<file path="src/rtl/sc_dual_block_ram_arbiter_if.sv">
`default_nettype none
// ============================================================================
// sc_dual_block_ram_arbiter_if : client request/response and RAM command bus
// Revision: 1.0
// ============================================================================
interface sc_dual_block_ram_arbiter_if #(
  parameter int DATA_WIDTH    = 32,
  parameter int ADDRESS_WIDTH = 10
);
  localparam int BE_WIDTH = DATA_WIDTH / 8;

  logic                     req0_valid_i;
  logic                     req0_ready_o;
  logic                     req0_write_i;
  logic [ADDRESS_WIDTH-1:0] req0_address_i;
  logic [DATA_WIDTH-1:0]    req0_data_i;
  logic [BE_WIDTH-1:0]      req0_byte_enable_i;
  logic                     req1_valid_i;
  logic                     req1_ready_o;
  logic                     req1_write_i;
  logic [ADDRESS_WIDTH-1:0] req1_address_i;
  logic [DATA_WIDTH-1:0]    req1_data_i;
  logic [BE_WIDTH-1:0]      req1_byte_enable_i;
  logic                     rsp0_valid_o;
  logic [DATA_WIDTH-1:0]    rsp0_data_o;
  logic                     rsp1_valid_o;
  logic [DATA_WIDTH-1:0]    rsp1_data_o;
  logic [DATA_WIDTH-1:0]    ram_wr_data_o;
  logic [ADDRESS_WIDTH-1:0] ram_wr_address_o;
  logic                     ram_wr_enable_o;
  logic [BE_WIDTH-1:0]      ram_wr_byte_enable_o;
  logic [ADDRESS_WIDTH-1:0] ram_rd_address_o;
  logic                     ram_rd_enable_o;
  logic [DATA_WIDTH-1:0]    ram_rd_data_i;
  logic                     ram_rd_valid_i;

  // Arbiter side
  modport slave (
    input  req0_valid_i, req0_write_i, req0_address_i, req0_data_i, req0_byte_enable_i,
    input  req1_valid_i, req1_write_i, req1_address_i, req1_data_i, req1_byte_enable_i,
    output req0_ready_o, req1_ready_o,
    output rsp0_valid_o, rsp0_data_o, rsp1_valid_o, rsp1_data_o,
    output ram_wr_data_o, ram_wr_address_o, ram_wr_enable_o, ram_wr_byte_enable_o,
    output ram_rd_address_o, ram_rd_enable_o,
    input  ram_rd_data_i, ram_rd_valid_i
  );

  // Clients and RAM side
  modport master (
    output req0_valid_i, req0_write_i, req0_address_i, req0_data_i, req0_byte_enable_i,
    output req1_valid_i, req1_write_i, req1_address_i, req1_data_i, req1_byte_enable_i,
    input  req0_ready_o, req1_ready_o,
    input  rsp0_valid_o, rsp0_data_o, rsp1_valid_o, rsp1_data_o,
    input  ram_wr_data_o, ram_wr_address_o, ram_wr_enable_o, ram_wr_byte_enable_o,
    input  ram_rd_address_o, ram_rd_enable_o,
    output ram_rd_data_i, ram_rd_valid_i
  );
endinterface
`default_nettype wire

</file>
<file path="src/rtl/sc_dual_block_ram_arbiter.sv">
`default_nettype none
// ============================================================================
// sc_dual_block_ram_arbiter : two-client round-robin arbiter for a SDP block RAM
// Revision: 1.0
// ============================================================================
module sc_dual_block_ram_arbiter #(
  parameter int DATA_WIDTH    = 32,
  parameter int ADDRESS_WIDTH = 10
) (
  input  wire logic clk_i,
  input  wire logic rst_i,
  sc_dual_block_ram_arbiter_if.slave bus
);
  localparam int BE_WIDTH = DATA_WIDTH / 8;

  logic [1:0]               wr_cand, rd_cand, wr_grant, rd_grant;
  logic                     wr_ptr_q, wr_ptr_d, rd_ptr_q, rd_ptr_d;
  logic                     ram_wr_enable_q, ram_wr_enable_d;
  logic [DATA_WIDTH-1:0]    ram_wr_data_q, ram_wr_data_d;
  logic [ADDRESS_WIDTH-1:0] ram_wr_address_q, ram_wr_address_d;
  logic [BE_WIDTH-1:0]      ram_wr_byte_enable_q, ram_wr_byte_enable_d;
  logic                     ram_rd_enable_q, ram_rd_enable_d;
  logic [ADDRESS_WIDTH-1:0] ram_rd_address_q, ram_rd_address_d;
  logic                     rd_tag1_q, rd_tag1_d, rd_tag2_q, rd_tag2_d;
  logic                     rd_inflight2_q, rd_inflight2_d;

  always_comb begin
    wr_cand = {bus.req1_valid_i &  bus.req1_write_i, bus.req0_valid_i &  bus.req0_write_i};
    rd_cand = {bus.req1_valid_i & ~bus.req1_write_i, bus.req0_valid_i & ~bus.req0_write_i};
    // Pointer value k means client k wins when both clients contend.
    wr_grant[0] = wr_cand[0] & (~wr_cand[1] | ~wr_ptr_q);
    wr_grant[1] = wr_cand[1] & (~wr_cand[0] |  wr_ptr_q);
    rd_grant[0] = rd_cand[0] & (~rd_cand[1] | ~rd_ptr_q);
    rd_grant[1] = rd_cand[1] & (~rd_cand[0] |  rd_ptr_q);

    wr_ptr_d             = wr_ptr_q;
    ram_wr_enable_d      = |wr_grant;
    ram_wr_data_d        = ram_wr_data_q;
    ram_wr_address_d     = ram_wr_address_q;
    ram_wr_byte_enable_d = ram_wr_byte_enable_q;
    if (wr_grant[0]) begin
      wr_ptr_d             = 1'b1;
      ram_wr_data_d        = bus.req0_data_i;
      ram_wr_address_d     = bus.req0_address_i;
      ram_wr_byte_enable_d = bus.req0_byte_enable_i;
    end else if (wr_grant[1]) begin
      wr_ptr_d             = 1'b0;
      ram_wr_data_d        = bus.req1_data_i;
      ram_wr_address_d     = bus.req1_address_i;
      ram_wr_byte_enable_d = bus.req1_byte_enable_i;
    end

    rd_ptr_d         = rd_ptr_q;
    ram_rd_enable_d  = |rd_grant;
    ram_rd_address_d = ram_rd_address_q;
    rd_tag1_d        = rd_tag1_q;
    if (rd_grant[0]) begin
      rd_ptr_d         = 1'b1;
      ram_rd_address_d = bus.req0_address_i;
      rd_tag1_d        = 1'b0;
    end else if (rd_grant[1]) begin
      rd_ptr_d         = 1'b0;
      ram_rd_address_d = bus.req1_address_i;
      rd_tag1_d        = 1'b1;
    end
    // ram_rd_enable_q doubles as the first-stage in-flight flag.
    rd_tag2_d      = rd_tag1_q;
    rd_inflight2_d = ram_rd_enable_q;
  end

  always_ff @(posedge clk_i or posedge rst_i) begin
    if (rst_i) begin
      wr_ptr_q             <= 1'b0;
      rd_ptr_q             <= 1'b0;
      ram_wr_enable_q      <= 1'b0;
      ram_wr_data_q        <= '0;
      ram_wr_address_q     <= '0;
      ram_wr_byte_enable_q <= '0;
      ram_rd_enable_q      <= 1'b0;
      ram_rd_address_q     <= '0;
      rd_tag1_q            <= 1'b0;
      rd_tag2_q            <= 1'b0;
      rd_inflight2_q       <= 1'b0;
    end else begin
      wr_ptr_q             <= wr_ptr_d;
      rd_ptr_q             <= rd_ptr_d;
      ram_wr_enable_q      <= ram_wr_enable_d;
      ram_wr_data_q        <= ram_wr_data_d;
      ram_wr_address_q     <= ram_wr_address_d;
      ram_wr_byte_enable_q <= ram_wr_byte_enable_d;
      ram_rd_enable_q      <= ram_rd_enable_d;
      ram_rd_address_q     <= ram_rd_address_d;
      rd_tag1_q            <= rd_tag1_d;
      rd_tag2_q            <= rd_tag2_d;
      rd_inflight2_q       <= rd_inflight2_d;
    end
  end

  assign bus.req0_ready_o         = ~rst_i & (wr_grant[0] | rd_grant[0]);
  assign bus.req1_ready_o         = ~rst_i & (wr_grant[1] | rd_grant[1]);
  assign bus.ram_wr_enable_o      = ram_wr_enable_q;
  assign bus.ram_wr_data_o        = ram_wr_data_q;
  assign bus.ram_wr_address_o     = ram_wr_address_q;
  assign bus.ram_wr_byte_enable_o = ram_wr_byte_enable_q;
  assign bus.ram_rd_enable_o      = ram_rd_enable_q;
  assign bus.ram_rd_address_o     = ram_rd_address_q;
  assign bus.rsp0_valid_o         = bus.ram_rd_valid_i & rd_inflight2_q & ~rd_tag2_q;
  assign bus.rsp1_valid_o         = bus.ram_rd_valid_i & rd_inflight2_q &  rd_tag2_q;
  assign bus.rsp0_data_o          = bus.rsp0_valid_o ? bus.ram_rd_data_i : '0;
  assign bus.rsp1_data_o          = bus.rsp1_valid_o ? bus.ram_rd_data_i : '0;
endmodule
`default_nettype wire

</file>
<file path="src/flat_wrapper.sv">
// flat-port wrapper written by rule: the top's interface ports become plain ports
module sc_dual_block_ram_arbiter_flat 
#(
  parameter int DATA_WIDTH    = 32,
  parameter int ADDRESS_WIDTH = 10
)
  (clk_i, rst_i, bus_req0_valid_i, bus_req0_write_i, bus_req0_address_i, bus_req0_data_i, bus_req0_byte_enable_i, bus_req1_valid_i, bus_req1_write_i, bus_req1_address_i, bus_req1_data_i, bus_req1_byte_enable_i, bus_req0_ready_o, bus_req1_ready_o, bus_rsp0_valid_o, bus_rsp0_data_o, bus_rsp1_valid_o, bus_rsp1_data_o, bus_ram_wr_data_o, bus_ram_wr_address_o, bus_ram_wr_enable_o, bus_ram_wr_byte_enable_o, bus_ram_rd_address_o, bus_ram_rd_enable_o, bus_ram_rd_data_i, bus_ram_rd_valid_i);
  sc_dual_block_ram_arbiter_if #(.DATA_WIDTH(DATA_WIDTH), .ADDRESS_WIDTH(ADDRESS_WIDTH)) bus_i ();
  input  wire logic clk_i;
  input  wire logic rst_i;
  input wire logic [$bits(bus_i.req0_valid_i)-1:0] bus_req0_valid_i;
  input wire logic [$bits(bus_i.req0_write_i)-1:0] bus_req0_write_i;
  input wire logic [$bits(bus_i.req0_address_i)-1:0] bus_req0_address_i;
  input wire logic [$bits(bus_i.req0_data_i)-1:0] bus_req0_data_i;
  input wire logic [$bits(bus_i.req0_byte_enable_i)-1:0] bus_req0_byte_enable_i;
  input wire logic [$bits(bus_i.req1_valid_i)-1:0] bus_req1_valid_i;
  input wire logic [$bits(bus_i.req1_write_i)-1:0] bus_req1_write_i;
  input wire logic [$bits(bus_i.req1_address_i)-1:0] bus_req1_address_i;
  input wire logic [$bits(bus_i.req1_data_i)-1:0] bus_req1_data_i;
  input wire logic [$bits(bus_i.req1_byte_enable_i)-1:0] bus_req1_byte_enable_i;
  output wire logic [$bits(bus_i.req0_ready_o)-1:0] bus_req0_ready_o;
  output wire logic [$bits(bus_i.req1_ready_o)-1:0] bus_req1_ready_o;
  output wire logic [$bits(bus_i.rsp0_valid_o)-1:0] bus_rsp0_valid_o;
  output wire logic [$bits(bus_i.rsp0_data_o)-1:0] bus_rsp0_data_o;
  output wire logic [$bits(bus_i.rsp1_valid_o)-1:0] bus_rsp1_valid_o;
  output wire logic [$bits(bus_i.rsp1_data_o)-1:0] bus_rsp1_data_o;
  output wire logic [$bits(bus_i.ram_wr_data_o)-1:0] bus_ram_wr_data_o;
  output wire logic [$bits(bus_i.ram_wr_address_o)-1:0] bus_ram_wr_address_o;
  output wire logic [$bits(bus_i.ram_wr_enable_o)-1:0] bus_ram_wr_enable_o;
  output wire logic [$bits(bus_i.ram_wr_byte_enable_o)-1:0] bus_ram_wr_byte_enable_o;
  output wire logic [$bits(bus_i.ram_rd_address_o)-1:0] bus_ram_rd_address_o;
  output wire logic [$bits(bus_i.ram_rd_enable_o)-1:0] bus_ram_rd_enable_o;
  input wire logic [$bits(bus_i.ram_rd_data_i)-1:0] bus_ram_rd_data_i;
  input wire logic [$bits(bus_i.ram_rd_valid_i)-1:0] bus_ram_rd_valid_i;
  assign bus_i.req0_valid_i = bus_req0_valid_i;
  assign bus_i.req0_write_i = bus_req0_write_i;
  assign bus_i.req0_address_i = bus_req0_address_i;
  assign bus_i.req0_data_i = bus_req0_data_i;
  assign bus_i.req0_byte_enable_i = bus_req0_byte_enable_i;
  assign bus_i.req1_valid_i = bus_req1_valid_i;
  assign bus_i.req1_write_i = bus_req1_write_i;
  assign bus_i.req1_address_i = bus_req1_address_i;
  assign bus_i.req1_data_i = bus_req1_data_i;
  assign bus_i.req1_byte_enable_i = bus_req1_byte_enable_i;
  assign bus_req0_ready_o = bus_i.req0_ready_o;
  assign bus_req1_ready_o = bus_i.req1_ready_o;
  assign bus_rsp0_valid_o = bus_i.rsp0_valid_o;
  assign bus_rsp0_data_o = bus_i.rsp0_data_o;
  assign bus_rsp1_valid_o = bus_i.rsp1_valid_o;
  assign bus_rsp1_data_o = bus_i.rsp1_data_o;
  assign bus_ram_wr_data_o = bus_i.ram_wr_data_o;
  assign bus_ram_wr_address_o = bus_i.ram_wr_address_o;
  assign bus_ram_wr_enable_o = bus_i.ram_wr_enable_o;
  assign bus_ram_wr_byte_enable_o = bus_i.ram_wr_byte_enable_o;
  assign bus_ram_rd_address_o = bus_i.ram_rd_address_o;
  assign bus_ram_rd_enable_o = bus_i.ram_rd_enable_o;
  assign bus_i.ram_rd_data_i = bus_ram_rd_data_i;
  assign bus_i.ram_rd_valid_i = bus_ram_rd_valid_i;
  sc_dual_block_ram_arbiter #(.DATA_WIDTH(DATA_WIDTH), .ADDRESS_WIDTH(ADDRESS_WIDTH)) u_core (.clk_i(clk_i), .rst_i(rst_i), .bus(bus_i));
endmodule
</file>
<file path="config.mk">
export PLATFORM = sky130hd
export DESIGN_NAME = sc_dual_block_ram_arbiter_flat
export DESIGN_NICKNAME = d
export VERILOG_FILES = /design/src/rtl/sc_dual_block_ram_arbiter_if.sv /design/src/rtl/sc_dual_block_ram_arbiter.sv /design/src/flat_wrapper.sv
export SDC_FILE = /design/constraint.sdc
export NUM_CORES = 1
export LEC_CHECK = 0
export CORE_MARGIN = 5
export CORE_UTILIZATION = 30
export DETAILED_ROUTE_END_ITERATION = 12
export PLACE_DENSITY = 0.85
export RECOVER_POWER = 25
export SYNTH_ARGS = -nofsm -noshare
export SYNTH_HDL_FRONTEND = slang
export SYNTH_SLANG_ARGS = --single-unit
</file>
<file path="constraint.sdc">
create_clock -name clk_i -period 2.5 [get_ports clk_i]
set_input_delay 0.5 -clock clk_i [delete_from_list [all_inputs] [get_ports clk_i]]
set_output_delay 0.5 -clock clk_i [all_outputs]
set_load 0.05 [all_outputs]
</file>
* Word level (Yosys, flattened, before mapping)
Index checks and enable logic that the tools add are counted.
** Storage, ports and cells
- Register bits :: 63
- Input bits :: 131
- Output and inout port bits :: 126
- Word-level logic and storage cells :: 60
** Operators by class
- Mux-type cells :: 16
- Bitwise logic cells :: 29
- Reduce and logical (&&, ||, !) cells :: 4
** Operators by type and width (count)
- 32-bit 2-to-1 mux :: 4
- 10-bit 2-to-1 mux :: 4
- 1-bit bitwise AND :: 13
- 1-bit inverter :: 10
- 4-bit 2-to-1 mux :: 2
- 1-bit 2-to-1 mux :: 6
- 1-bit bitwise OR :: 6
- 2-bit nonzero test :: 2
- 2-bit OR reduction :: 2

* Logic depth before layout (Yosys ltp)
- Depth after elaboration :: 7
- Mapped depth :: 5

* Worst setup path before layout
Ideal clock, no wire load.
- Kind :: input port to output port
- Start point :: input rst_i
- End point :: output bus_req1_ready_o
- Arrival time :: 2489 ps
- Data required time :: 2000 ps
- Slack :: -489 ps
- Stages :: 2
- Path buffers :: 0
- Cells stage by stage :: inv_1 > and3_1
** Between the ends
- Cells in the longest elaborated chain, start to end :: 2
** Ends and longest elaborated chain
- start, declared :: RTL line flat_wrapper.sv:10 : input wire logic rst_i;
- 1-bit inverter :: RTL line sc_dual_block_ram_arbiter.sv:100 : assign bus.req1_ready_o = ~rst_i & (wr_grant[1] | rd_grant[1]);
- 1-bit bitwise AND :: RTL line sc_dual_block_ram_arbiter.sv:100
- end, declared :: RTL line flat_wrapper.sv:22 : output wire logic [$bits(bus_i.req1_ready_o)-1:0] bus_req1_ready_o;
No other way between the ends.

* Worst setup path after layout
- Start point :: input bus_req0_write_i
- End point :: output bus_req1_ready_o
** Between the ends
- Cells in the longest elaborated chain, start to end :: 7
- Elaborated cells on any way between the ends :: 11
** Ends and longest elaborated chain
- start, declared :: RTL line flat_wrapper.sv:12 : input wire logic [$bits(bus_i.req0_write_i)-1:0] bus_req0_write_i;
- 1-bit inverter :: RTL line sc_dual_block_ram_arbiter.sv:29 : rd_cand = {bus.req1_valid_i & ~bus.req1_write_i, bus.req0_valid_i & ~bus.req0_write_i};
- 1-bit bitwise AND :: RTL line sc_dual_block_ram_arbiter.sv:29
- 1-bit inverter :: RTL line sc_dual_block_ram_arbiter.sv:34 : rd_grant[1] = rd_cand[1] & (~rd_cand[0] | rd_ptr_q);
- 1-bit bitwise OR :: RTL line sc_dual_block_ram_arbiter.sv:34
- 1-bit bitwise AND :: RTL line sc_dual_block_ram_arbiter.sv:34
- 1-bit bitwise OR (*) :: RTL line sc_dual_block_ram_arbiter.sv:100
- 1-bit bitwise AND (*) :: RTL line sc_dual_block_ram_arbiter.sv:100
Mark *: on every way between the ends. The rest lies on a longest branch, timed or not.

==> impl_metrics.py <==
metrics = {
    "finish": {
        "layout.cells.non_filler": 690,
        "final_util_pct": 63.6,
        "final_nets": 677,
        "num_antenna_cells": 0,
        "areaGrowthSynthToFinish_pct": 110,
        "drive_gt1_share_pct": 20.2,
    },
    "timing": {
        "min_period_ns": 2.35,
        "tightest_slew_ns": 1.56,
        "fin_tns_setup_ns": 0,
        "hold_viol": 0,
        "rsz0062_at_grt": "no",
        "slew_viol_final": 28,
        "fmax_ghz": 0.426,
        "relSlewSlack_pct": -3.67,
        "finalCritPeriodShare_pct": 93.9,
        "finalSetupViolCount": 0,
        "fin_skew_ns": 0.00988,
    },
    "status": {
        "violations": "capacitance limit, slew limit",
        "status": "finished, violations left",
    },
    "critical_path": {
        "critPathMaxFanout": 7,
        "regToRegEndpoint": "u_core.bus.ram_wr_data_o[14]",
        "reg2reg_depth": 3,
        "critPathLaunchType": "input port",
        "reg2reg_from": "u_core.wr_ptr_q",
        "critPathCaptureType": "primary output",
        "required_ns": 2.00,
        "reg2reg_slack_ns": 0.55,
        "cp.arrival_ns": 1.85,
        "crit_type": "in2out",
    },
    "clock_network": {
        "cts.repair.resized": 0,
        "postCtsSetupRepairBufs": 0,
        "cts_tree": "yes",
        "cts_made_buffers": 9,
        "clkTransAtPathRegs_ns": 0.07,
        "hold_buffers": 0,
        "worstSkewPairLatency_ns": 0.32,
        "cts_htree_levels": 3,
        "cts_max_path_buffers": 2,
        "cts-root-buf": "clkbuf_8",
        "cts_sinks": 63,
    },
    "floorplan": {
        "ioPinCount": 257,
        "dieWidth_um": 114,
        "coreArea_um2": 10700,
        "dieArea_um2": 13000,
        "dieHeight_um": 114,
        "row_count": 38,
        "start_util_pct": 30.3,
    },
    "place": {
        "place.gp.congestion": 0.871,
        "numPortBuffers": 256,
        "dp.cells": 675,
        "dp.final_hpwl_um": 11800,
    },
    "synth": {
        "async_flop_share_pct": 100,
        "synth_top_family_by_area": "simple AND/OR/NAND/NOR gates",
        "synth-simple-area-share_pct": 27.1,
        "ys_seq_area_share_pct": 48.7,
        "synth_compound_area_share_pct": 18.9,
        "synthTopCellsByArea": "dfrtp_1 (49%), a221o_1 (17%), and2_1 (14%)",
        "muxShareOfSynthArea_pct": 0,
        "yosysTopAreaCellShare_pct": 48.7,
        "ys_ff_latch": 63,
        "synth_edf_count": 0,
        "yosysWarnings": 0,
        "synthCells": 289,
        "synthAdderAreaFrac_pct": 0,
        "synth_area_um2": 3240,
        "synth_xor_area_share_pct": 0,
        "synth_ff_type": "dfrtp_1",
        "syn_nets": 420,
        "yosysTopAreaCell": "dfrtp_1",
        "syn_avg_cell_area_um2": 11.2,
        "synth_cell_types": 28,
    },
    "power_and_ir_drop": {
        "peakVddDrop_uv": 332,
        "p_per_area_nw_per_um2": 573,
        "power_leakage_nw": 2.84,
        "p_total_w": 0.00389,
    },
    "drt": {
        "vias": 3454,
        "dr.pass1.iters": 5,
        "ant_nets": 0,
        "drtIter0Drc": 192,
        "avgViaCountPerCell": 5.01,
        "drc": 0,
        "wirelength_um": 15000,
        "wl_per_cell_um": 21.7,
    },
    "hold_path": {
        "min_from": "u_core.bus.ram_rd_enable_o",
        "hp-class": "reg2reg",
        "whs_path_depth": 0,
        "min_to": "u_core.rd_inflight2_q",
    },
    "grt": {
        "grt_max_degree": 47,
        "antenna_found_initial": 1,
        "grt_pass1_wl_um": 22400,
        "grt_pass1_vias": 3652,
        "track_usage_pct": 22.5,
        "grt_overflow": 0,
    },
    "run": {
        "cap_viol_max_count": 1,
    },
}
registers in the layout, indices dropped and copies added (netlist names):
register and flops:
u_core.rd_ptr_q 1, u_core.rd_inflight2_q 1, u_core.bus.ram_wr_enable_o 1, u_core.bus.ram_rd_enable_o 1, u_core.bus.ram_wr_byte_enable_o 4, u_core.rd_tag1_q 1, u_core.bus.ram_rd_address_o 10, u_core.bus.ram_wr_address_o 10
u_core.wr_ptr_q 1, u_core.rd_tag2_q 1, u_core.bus.ram_wr_data_o 32
worst max-delay path by stage:
stage	to	slack [ns]	depth (start not counted)	from
2_1_floorplan	bus_req1_ready_o	0.07	2	rst_i
3_3_place_gp	u_core.bus.ram_wr_data_o[10]	0.01	4	bus_req0_write_i
3_5_place_dp	u_core.bus.ram_wr_data_o[14]	-0.09	4	bus_req0_write_i
4_1_cts	bus_req1_ready_o	0.15	5	bus_req0_write_i
5_1_grt	bus_req1_ready_o	0.10	5	bus_req0_write_i
6_report	bus_req1_ready_o	0.15	5	bus_req0_write_i
area by class of cell:
type	instances	area, um2
Fill cell	816	3900
Timing Repair Buffer	269	3330
Sequential cell	63	1580
Multi-Input combinational cell	201	1510
Tap cell	140	175
Clock buffer	12	155
Clock inverter	3	42.5
Inverter	2	8.76
routing by layer:
layer	GRT usage, %	vias up	wire length (um)
met5	0	-	13
met4	5.94	2	235
met3	6.42	19	1270
met2	41.6	171	7920
met1	25.3	1697	5550
li1	-	1565	-
critical path, stage by stage:
cell,delay (ns)
clkdlybuf4s50_1,0.53
and3b_2,0.27
o21ai_0,0.17
and3_4,0.19
buf_4,0.19
report_power, final:
group          switching (W)  internal, W  total (W)  leakage (nW)
sequential         0.0000888      0.00117    0.00125         0.773
combinational       0.000987     0.000745    0.00173          1.97
clock               0.000399     0.000509   0.000908        0.0985
cells in the final DEF, fill, tap and decap left out, drive strengths merged, types with 2 or more instances in the layout:
| cell type | n |
|---|---|
| buf | 79 |
| and2 | 110 |
| nand2b | 2 |
| nand2 | 4 |
| and3b | 2 |
| clkinvlp | 2 |
| nor2 | 5 |
| and3 | 12 |
| dfrtp | 63 |
| a221o | 56 |
| a21o | 2 |
| clkbuf | 14 |
| clkdlybuf4s50 | 188 |
synth_stat cells, types with 2 or more instances:
library cell	n
buf_4	4
inv_1	2
and2_0	30
buf_6	8
a221o_1	56
a21o_1	2
and2_2	7
nor2_1	3
dfrtp_1	63
and2_1	73
nand2_1	4
and3_1	12
buf_2	3
clkbuf_1	8
cell families (layout without fill, tap and decap cells):
group / Yosys count / count (layout)
compound gates: 63 / 63
buf+inv: 25 / 286
flops: 63 / 63
simple gates: 138 / 138
stage by stage:
| step | instance area, um2 | hold WS (ns) | worst slack, ns |
|---|---|---|---|
| floorplan | 3250 | 0.354 | 0.0691 |
| global placement | 6610 | 0.365 | 0.0115 |
| detailed placement | 6610 | 0.375 | -0.0891 |
| CTS | 6810 | 0.390 | 0.149 |
| global route | 6800 | 0.409 | 0.101 |
| finish | 6800 | 0.383 | 0.152 |
(Power assumes the default switching activity.)
